**config.mk**
```make
export PLATFORM = sky130hd
export DESIGN_NAME = maxim_frame_ctrl_flat
export DESIGN_NICKNAME = d
export VERILOG_FILES = /design/src/rtl/maxim_pkg.sv /design/src/rtl/maxim_frame_ctrl_if.sv /design/src/rtl/maxim4_core.sv /design/src/rtl/maxim_frame_ctrl.sv /design/src/flat_wrapper.sv
export SDC_FILE = /design/constraint.sdc
export NUM_CORES = 1
export LEC_CHECK = 0
export ABC_AREA = 1
export CAP_MARGIN = 5
export CORE_MARGIN = 2
export CORE_UTILIZATION = 25
export DETAILED_ROUTE_END_ITERATION = 8
export PLACE_DENSITY_LB_ADDON = 0.3
export SYNTH_ARGS = -nofsm -noshare
export SYNTH_HDL_FRONTEND = slang
export SYNTH_SLANG_ARGS = --single-unit
export TNS_END_PERCENT = 1
```
**constraint.sdc**
```tcl
create_clock -name clk -period 6.25 [get_ports clk]
set_clock_uncertainty 0.15 [all_clocks]
set_input_delay 1.25 -clock clk [delete_from_list [all_inputs] [get_ports clk]]
set_output_delay 1.25 -clock clk [all_outputs]
set_load 0.005 [all_outputs]
```
**src/rtl/maxim_pkg.sv**
```systemverilog
// Shared types and constants for the maxim frame peak sequencer.
// Optional argmax tracking is enabled by defining MAXIM_ARGMAX_EN.
package maxim_pkg;

  localparam int W_DEF  = 4;
  localparam int CW_DEF = 8;
  localparam int LANES  = 4;
  localparam int LANE_W = $clog2(LANES);

  typedef enum logic [1:0] {
    IDLE,
    ACCUM,
    DRAIN,
    DONE
  } state_e;

endpackage

```
**src/rtl/maxim_frame_ctrl_if.sv**
```systemverilog
// Beat input and frame result handshake bundle for maxim_frame_ctrl.
// master = producer/consumer side, slave = the frame controller.
interface maxim_frame_ctrl_if
  import maxim_pkg::*;
#(
  parameter int W  = W_DEF,
  parameter int CW = CW_DEF
);

  logic          in_valid;
  logic          in_ready;
  logic          in_last;
  logic [W-1:0]  a;
  logic [W-1:0]  b;
  logic [W-1:0]  c;
  logic [W-1:0]  d;
  logic          out_valid;
  logic          out_ready;
  logic [W-1:0]  q;
  logic [CW+1:0] idx;
  logic [CW-1:0] nbeats;
  logic          ovf;

  modport master (
    output in_valid, in_last, a, b, c, d, out_ready,
    input  in_ready, out_valid, q, idx, nbeats, ovf
  );

  modport slave (
    input  in_valid, in_last, a, b, c, d, out_ready,
    output in_ready, out_valid, q, idx, nbeats, ovf
  );

endinterface

```
**src/rtl/maxim4_core.sv**
```systemverilog
// Combinational 4-input unsigned maximizer; ties resolve to the lowest lane.
// Winning lane output exists only when MAXIM_ARGMAX_EN is defined.
module maxim4_core
  import maxim_pkg::*;
#(
  parameter int W = W_DEF
) (
  input  logic [W-1:0]      a_i,
  input  logic [W-1:0]      b_i,
  input  logic [W-1:0]      c_i,
  input  logic [W-1:0]      d_i,
  output logic [W-1:0]      max_o
`ifdef MAXIM_ARGMAX_EN
  , output logic [LANE_W-1:0] lane_o
`endif
);

  logic [W-1:0] m01;
  logic [W-1:0] m23;

  // Strict compares everywhere so an equal higher lane never displaces a lower one.
  always_comb begin
    m01   = (b_i > a_i) ? b_i : a_i;
    m23   = (d_i > c_i) ? d_i : c_i;
    max_o = (m23 > m01) ? m23 : m01;
  end

`ifdef MAXIM_ARGMAX_EN
  always_comb begin
    lane_o = '0;
    if (m23 > m01) begin
      lane_o = (d_i > c_i) ? LANE_W'(3) : LANE_W'(2);
    end else begin
      lane_o = (b_i > a_i) ? LANE_W'(1) : LANE_W'(0);
    end
  end
`endif

endmodule

```
**src/rtl/maxim_frame_ctrl.sv**
```systemverilog
// Frame sequencer: per-frame running max over 4-lane beats through one shared maximizer.
// Result 2 cycles after the last beat; position tracking only with MAXIM_ARGMAX_EN.
module maxim_frame_ctrl
  import maxim_pkg::*;
#(
  parameter int W  = W_DEF,
  parameter int CW = CW_DEF
) (
  input logic               clk,
  input logic               rst_n,
  maxim_frame_ctrl_if.slave bus
);

  localparam logic [CW-1:0] CNT_MAX = '1;

  state_e        state_q;
  logic          xfer;
  logic [W-1:0]  lane_max;
  logic          s1_vld_q;
  logic          s1_first_q;
  logic [W-1:0]  s1_max_q;
  logic          take_new;
  logic [W-1:0]  run_max_q;
  logic [W-1:0]  run_max_d;
  logic [CW-1:0] cnt_q;
  logic          ovf_q;
  logic          out_valid_q;
  logic [W-1:0]  q_q;
  logic [CW-1:0] nbeats_q;
  logic          ovf_out_q;

`ifdef MAXIM_ARGMAX_EN
  logic [LANE_W-1:0] lane_win;
  logic [LANE_W-1:0] s1_lane_q;
  logic [CW-1:0]     s1_beat_q;
  logic [CW-1:0]     beat_num;
  logic [CW+1:0]     run_idx_q;
  logic [CW+1:0]     run_idx_d;
  logic [CW+1:0]     idx_q;
`endif

  // Gating with rst_n keeps a beat from being taken during the reset cycle.
  assign bus.in_ready = rst_n && ((state_q == IDLE) || (state_q == ACCUM));
  assign xfer         = bus.in_valid && bus.in_ready;

  maxim4_core #(.W(W)) u_core (
    .a_i   (bus.a),
    .b_i   (bus.b),
    .c_i   (bus.c),
    .d_i   (bus.d),
    .max_o (lane_max)
`ifdef MAXIM_ARGMAX_EN
    , .lane_o(lane_win)
`endif
  );

  assign take_new  = s1_first_q || (s1_max_q > run_max_q);
  assign run_max_d = (s1_vld_q && take_new) ? s1_max_q : run_max_q;

  always_ff @(posedge clk) begin
    if (!rst_n) begin
      s1_vld_q   <= 1'b0;
      s1_first_q <= 1'b0;
      s1_max_q   <= '0;
      run_max_q  <= '0;
      cnt_q      <= '0;
      ovf_q      <= 1'b0;
    end else begin
      s1_vld_q  <= xfer;
      run_max_q <= run_max_d;
      if (xfer) begin
        s1_max_q   <= lane_max;
        s1_first_q <= (state_q == IDLE);
        if (state_q == IDLE) begin
          cnt_q <= CW'(1);
          ovf_q <= 1'b0;
        end else if (cnt_q == CNT_MAX) begin
          ovf_q <= 1'b1;
        end else begin
          cnt_q <= cnt_q + CW'(1);
        end
      end
    end
  end

  // DRAIN is the cycle the last beat reaches stage 2, so outputs load from the _d values.
  always_ff @(posedge clk) begin
    if (!rst_n) begin
      state_q     <= IDLE;
      out_valid_q <= 1'b0;
      q_q         <= '0;
      nbeats_q    <= '0;
      ovf_out_q   <= 1'b0;
    end else begin
      case (state_q)
        IDLE: if (xfer) state_q <= bus.in_last ? DRAIN : ACCUM;
        ACCUM: if (xfer && bus.in_last) state_q <= DRAIN;
        DRAIN: begin
          state_q     <= DONE;
          out_valid_q <= 1'b1;
          q_q         <= run_max_d;
          nbeats_q    <= cnt_q;
          ovf_out_q   <= ovf_q;
        end
        DONE: begin
          if (bus.out_ready) begin
            state_q     <= IDLE;
            out_valid_q <= 1'b0;
          end
        end
      endcase
    end
  end

`ifdef MAXIM_ARGMAX_EN
  assign beat_num  = (state_q == IDLE) ? '0 : cnt_q;
  assign run_idx_d = (s1_vld_q && take_new) ? {s1_beat_q, s1_lane_q} : run_idx_q;

  always_ff @(posedge clk) begin
    if (!rst_n) begin
      s1_lane_q <= '0;
      s1_beat_q <= '0;
      run_idx_q <= '0;
      idx_q     <= '0;
    end else begin
      if (xfer) begin
        s1_lane_q <= lane_win;
        s1_beat_q <= beat_num;
      end
      run_idx_q <= run_idx_d;
      if (state_q == DRAIN) idx_q <= run_idx_d;
    end
  end

  assign bus.idx = idx_q;
`else
  assign bus.idx = '0;
`endif

  assign bus.out_valid = out_valid_q;
  assign bus.q         = q_q;
  assign bus.nbeats    = nbeats_q;
  assign bus.ovf       = ovf_out_q;

endmodule

```
**src/flat_wrapper.sv**
```systemverilog
// flat-port wrapper written by rule: the top's interface ports become plain ports
module maxim_frame_ctrl_flat import maxim_pkg::*;
#(
  parameter int W  = W_DEF,
  parameter int CW = CW_DEF
)
  (clk, rst_n, bus_in_valid, bus_in_last, bus_a, bus_b, bus_c, bus_d, bus_out_ready, bus_in_ready, bus_out_valid, bus_q, bus_idx, bus_nbeats, bus_ovf);
  maxim_frame_ctrl_if #(.W(W), .CW(CW)) bus_i ();
  input logic clk;
  input logic rst_n;
  input wire logic [$bits(bus_i.in_valid)-1:0] bus_in_valid;
  input wire logic [$bits(bus_i.in_last)-1:0] bus_in_last;
  input wire logic [$bits(bus_i.a)-1:0] bus_a;
  input wire logic [$bits(bus_i.b)-1:0] bus_b;
  input wire logic [$bits(bus_i.c)-1:0] bus_c;
  input wire logic [$bits(bus_i.d)-1:0] bus_d;
  input wire logic [$bits(bus_i.out_ready)-1:0] bus_out_ready;
  output wire logic [$bits(bus_i.in_ready)-1:0] bus_in_ready;
  output wire logic [$bits(bus_i.out_valid)-1:0] bus_out_valid;
  output wire logic [$bits(bus_i.q)-1:0] bus_q;
  output wire logic [$bits(bus_i.idx)-1:0] bus_idx;
  output wire logic [$bits(bus_i.nbeats)-1:0] bus_nbeats;
  output wire logic [$bits(bus_i.ovf)-1:0] bus_ovf;
  assign bus_i.in_valid = bus_in_valid;
  assign bus_i.in_last = bus_in_last;
  assign bus_i.a = bus_a;
  assign bus_i.b = bus_b;
  assign bus_i.c = bus_c;
  assign bus_i.d = bus_d;
  assign bus_i.out_ready = bus_out_ready;
  assign bus_in_ready = bus_i.in_ready;
  assign bus_out_valid = bus_i.out_valid;
  assign bus_q = bus_i.q;
  assign bus_idx = bus_i.idx;
  assign bus_nbeats = bus_i.nbeats;
  assign bus_ovf = bus_i.ovf;
  maxim_frame_ctrl #(.W(W), .CW(CW)) u_core (.clk(clk), .rst_n(rst_n), .bus(bus_i));
endmodule
```
# Yosys cells after proc, flatten, opt, wreduce, memory -nomap -nowiden
# Cells that the tools add are included.
# totals
ff_bits,35
inputBits,21
output_inout_bits,25
wordCells,52
# classes
n_addsub,1
n_lt_le_gt_ge,4
eq_ne,8
muxes,15
n_reduce_logical,13
# ops
cell,count
4-bit greater-than comparator,4
4-bit two-way mux,4
8-bit two-way mux,2
8-bit by 1-bit adder with 8-bit output (second input constant),1
8-bit == test (second input constant),1
2-bit two-way mux,4
2-bit case mux with 4 select lines,1
2-bit by 1-bit inequality test with 1-bit output (second input constant),3
2-bit AND reduction,3
2-bit == test (second input constant),2
1-bit logical AND,4
2-bit nonzero test,2
1-bit two-way mux,3
3-bit AND reduction,1
2-bit by 1-bit == test with 1-bit output (second input constant),1
2-bit logical NOT,1
1-bit logical OR,2
2-bit inequality test (second input constant),1
1-bit case mux with 2 select lines,1

# Depth between registers and ports, before layout
# logic_depth
depth_word,7
ltp_mapped,18
ltp_nobuf,18

# Cells and area by module
# Synthesis repeated with hierarchy kept, for this count alone.
# unflattened
cells_unflattened,334
area_unflattened_um2,2260.9
# modules_own_cells
module,n_inst,cells_each,area_each_um2,seq_area_each_um2
maxim_frame_ctrl,1,235,1696.6,700.7
maxim4_core,1,99,564.3,0.0

# Least setup slack after synthesis
# Ideal clock, no wire load.
# synth_timing
path_type,input port to flip-flop
startpoint,input bus_c[3]
endpoint,register u_core.s1_max_q[0]
setup_time_ps,113
arrival_ps,3192
t_required_ps,5987
path_slack_ps,2795
cell_stages,16
path_buffers,0
path_cell_list,inv_1 -> ha_1 -> nand2_1 -> o21ai_0 -> nand2_1 -> nand2_1 -> nand2_1 -> ha_1 -> inv_1 -> nor2_1 -> o21bai_1 -> nand2_1 -> o21ai_0 -> nand3_1 -> nand3_1 -> nand2_1
# synth_via
elab_chain_cells,4
# synth_rtl
item,line,text
start: declaration,flat_wrapper.sv:15,input wire logic [$bits(bus_i.c)-1:0] bus_c;
4-bit greater-than comparator,maxim4_core.sv:24,m23 = (d_i > c_i) ? d_i : c_i;
4-bit two-way mux *,maxim4_core.sv:24,
4-bit greater-than comparator,maxim4_core.sv:25,max_o = (m23 > m01) ? m23 : m01;
4-bit two-way mux *,maxim4_core.sv:25,
end signal: assignment,maxim_frame_ctrl.sv:72,s1_max_q <= lane_max;
end: declaration,maxim_frame_ctrl.sv:21,logic [W-1:0] s1_max_q;
# Mark *: on every way between the ends. The rest lies on a longest branch, timed or not.
# A chain may end at the register's enable or synchronous reset.

# Final worst setup path
# layout_timing
startpoint,input rst_n
endpoint,output bus_in_ready
# layout_via
elab_chain_cells,1
# layout_rtl
item,line,text
start: declaration,flat_wrapper.sv:10,input logic rst_n;
1-bit logical AND,maxim_frame_ctrl.sv:43,assign bus.in_ready = rst_n && ((state_q == IDLE) || (state_q == ACCUM));
end: declaration,flat_wrapper.sv:18,output wire logic [$bits(bus_i.in_ready)-1:0] bus_in_ready;
# No other way between the ends.

==> impl_metrics.ini <==
[outcome]
outcome = finished, final reports clean

[clock_network]
cts.clk_slew.worst_paths_ns = 0.07
cts_setup_buffers = 0
cts_tree = built
clk_latency_ns = 0.29
cts_resized = 0
clockBufferDepth = 2
cts-root-buf = clkbuf_8
cts_buffers = 5
htreeDepth = 2
cts_hold_buffers = 0
numClockSinks = 35

[job]
drv_cap = 0

[sta]
worst_pin_slew_ns = 0.868
fmax_ghz = 0.225
hold_viol_final = 0
rsz0062_at_grt = false
layout_setup_ws_ns = 1.81
finalSetupViolCount = 0
fin_crit_ns = 4.44
min_period_over_period = 0.711
report.final.slew_viol_count = 0
relSlewSlack = 0.421
setup_tns_ns = 0

[detailed_routing]
wl_mm = 4.74
first_pass_iters = 4
postRouteAntennaNets = 0
viasPerCell = 4.36
vias = 1992
route.detailed.drc = 0
wl_per_cell_um = 10.4
drt_iter0_drc = 63

[yosys]
synth.largest_area_cell = dfxtp_1
ys_warn_count = 0
synth_compound_area_frac = 0.113
synthArstFlopShare = 0
synth.area.top_cells = dfxtp_1 32%, ha_1 12%, nand2_1 11%
synth-seq-cells = 35
yosys.area_share.simple = 0.310
synth.area.mux_share = 0
synth.most_common_cell = nand2_1
synth_common_cells = 66 x nand2_1, 43 x nand3_1, 38 x inv_1
synth_top_area_frac = 0.322
synth_area_um2 = 2170
ys_seq_area_frac = 0.322
synth_ff_type = dfxtp_1
synth.avg_cell_area_um2 = 6.94
synth-xor-area-share = 0.00806
synth_fa_ha_area_frac = 0.121
synthCells = 313
synth.distinct_cells = 28
synth_top_family_by_area = simple AND/OR/NAND/NOR gates
synth_edf_count = 0

[critical_path]
worst-path-buf-inv = 3
crit_top_cell = clkdlybuf4s50_1
crit_path_end_kind = output pin
worstReg2RegStart = u_core.state_q[0]
regToRegEndpoint = u_core.cnt_q[2]
critPathTopFamily = buffers and inverters
crit_required_ns = 4.85
slowest_delay_ns = 0.80
path_cells = clkdlybuf4s50_1 > inv_2 > nor2_4 > clkdlybuf4s50_1
r2r_cells = 9
critPathLaunchType = primary input
slowest_stage = clkdlybuf4s50_1
critPathArrivalTime_ns = 3.04
regToRegSetupSlack_ns = 4.24
path_class = in -> out
crit_fanout = 17

[power]
power.leakage_nw = 1.23
power_density_nw_per_um2 = 333
max-vdd-ir-drop_v = 0.000132

[final_layout]
fin_nets = 390
ff_latch_area_um2 = 701
area_growth_pct = 24.3
drive_above_1_share = 0.0573
multi_input_area_um2 = 1240
diodes = 0
nFillCells = 921

[grt]
track_usage = 0.106
grt_start_max_net_pins = 26
grt_pass1_vias = 1949
antenna_found_initial = 0
overflow = 0
grt_pass1_wl_mm = 8.42

[floorplanning]
ioPinCount = 46
rows = 34
dieArea_um2 = 9460
initial_utilization = 0.253
die_y_um = 97.2
die_w_um = 97.2
core-area_um2 = 8590

[min_path]
worstHoldStart = u_core.s1_first_q
hold_depth = 2
min_to = u_core.s1_first_q
min_path_type = reg -> reg

[place]
post-place-ws_ns = 1.80
numPortBuffers = 35
place_hpwl_mm = 3.75
place.gp.congestion = 0.757
## cells by family after synthesis
| group | Yosys count |
|---|---|
| AND/OR/NAND/NOR | 151 |
| buffers and inverters | 58 |
| AO/OA/AOI/OAI | 45 |
| flip-flops | 35 |
| adder cells (fa/ha/maj) | 21 |
| XOR/XNOR | 2 |
| other | 1 |
## worst max path at each step
| stage | depth (start not counted) | startpoint | end | slack (ns) |
|---|---|---|---|---|
| after floorplan | 16 | bus_c[3] | u_core.s1_max_q[0] | 2.79 |
| after global placement | 4 | rst_n | bus_in_ready | 1.84 |
| after detailed placement | 4 | rst_n | bus_in_ready | 1.80 |
| after CTS | 4 | rst_n | bus_in_ready | 1.81 |
| after global routing | 4 | rst_n | bus_in_ready | 1.67 |
| final | 4 | rst_n | bus_in_ready | 1.81 |
## per-stage QoR
stage / utilization / hold WS (ns) / cell area [µm²] / total power, mW / instances
after floorplan: - / 0.291 / 2210 / 0.565 / 322
after CTS: 0.314 / 0.320 / 2700 / 0.909 / 457
final: 0.314 / 0.317 / 2700 / 0.899 / 457
after detailed placement: 0.301 / 0.309 / 2580 / 0.693 / 449
after global routing: 0.314 / 0.353 / 2700 / 0.980 / 457
after global placement: 0.301 / 0.306 / 2580 / 0.691 / 449
## cell usage in the layout (no fill, tap or decap)
cell type / synthesis / final
nand2_1: 66 / 66
nand3_1: 43 / 43
inv_1: 38 / 38
clkdlybuf4s50_1: 0 / 35
dfxtp_1: 35 / 35
nor2_1: 29 / 29
a21oi_1: 23 / 23
ha_1: 21 / 21
o21ai_0: 14 / 14
conb_1: 1 / 10
clkbuf_8: 0 / 6
and2_1: 4 / 4
nand4_1: 3 / 3
inv_2: 3 / 3
nand2_4: 3 / 3
nor2_2: 2 / 2
o21a_1: 2 / 2
xor2_1: 2 / 2
nor2_4: 1 / 1
o21bai_1: 1 / 1
inv_4: 1 / 1
o22ai_1: 1 / 1
o21bai_2: 1 / 1
o21ai_1: 1 / 1
a21oi_2: 1 / 1
a22oi_1: 1 / 1
clkinv_2: 0 / 1
bufinv_16: 0 / 1
## area by class of cell
cell class,count,area share
clock buffer,6,0.0306
clock inverter,2,0.0130
inverter,42,0.0593
multi-input combinational,229,0.458
sequential,35,0.259
tap,108,0.0500
timing repair buffer,35,0.130
## routing by layer
layer	wire length, µm	global-route usage	up-vias
li1	-	-	1060
met1	2200	0.127	887
met2	2270	0.182	37
met3	194	0.0281	8
met4	65	0.0363	0
met5	0	0	-
## state kept, by name, summed over array words and instances (netlist names)
register and cells:
u_core.bus.ovf 1, u_core.state_q 2, u_core.s1_vld_q 1, u_core.s1_first_q 1, u_core.ovf_q 1, u_core.cnt_q 8, u_core.s1_max_q 4, u_core.run_max_q 4
u_core.bus.nbeats 8, u_core.bus.out_valid 1, u_core.bus.q 4
## worst reg2reg max path, cell delays in order, from the launching register on
cell and delay, ns:
dfxtp_1 0.36, inv_1 0.08, ha_1 0.30, nor2_2 0.24, nor2_4 0.07, nand2_4 0.12
inv_4 0.09, a21oi_1 0.29, o21ai_1 0.14, a21oi_2 0.12
## power breakdown
| part | internal [mW] | leakage (nW) | total [mW] | switching (mW) |
|---|---|---|---|---|
| registers | 0.272 | 0.286 | 0.303 | 0.0311 |
| logic | 0.166 | 0.879 | 0.382 | 0.216 |
| clock network | 0.129 | 0.0612 | 0.213 | 0.0844 |
| total | 0.567 | 1.23 | 0.899 | 0.331 |
(Power assumes the default switching activity.)
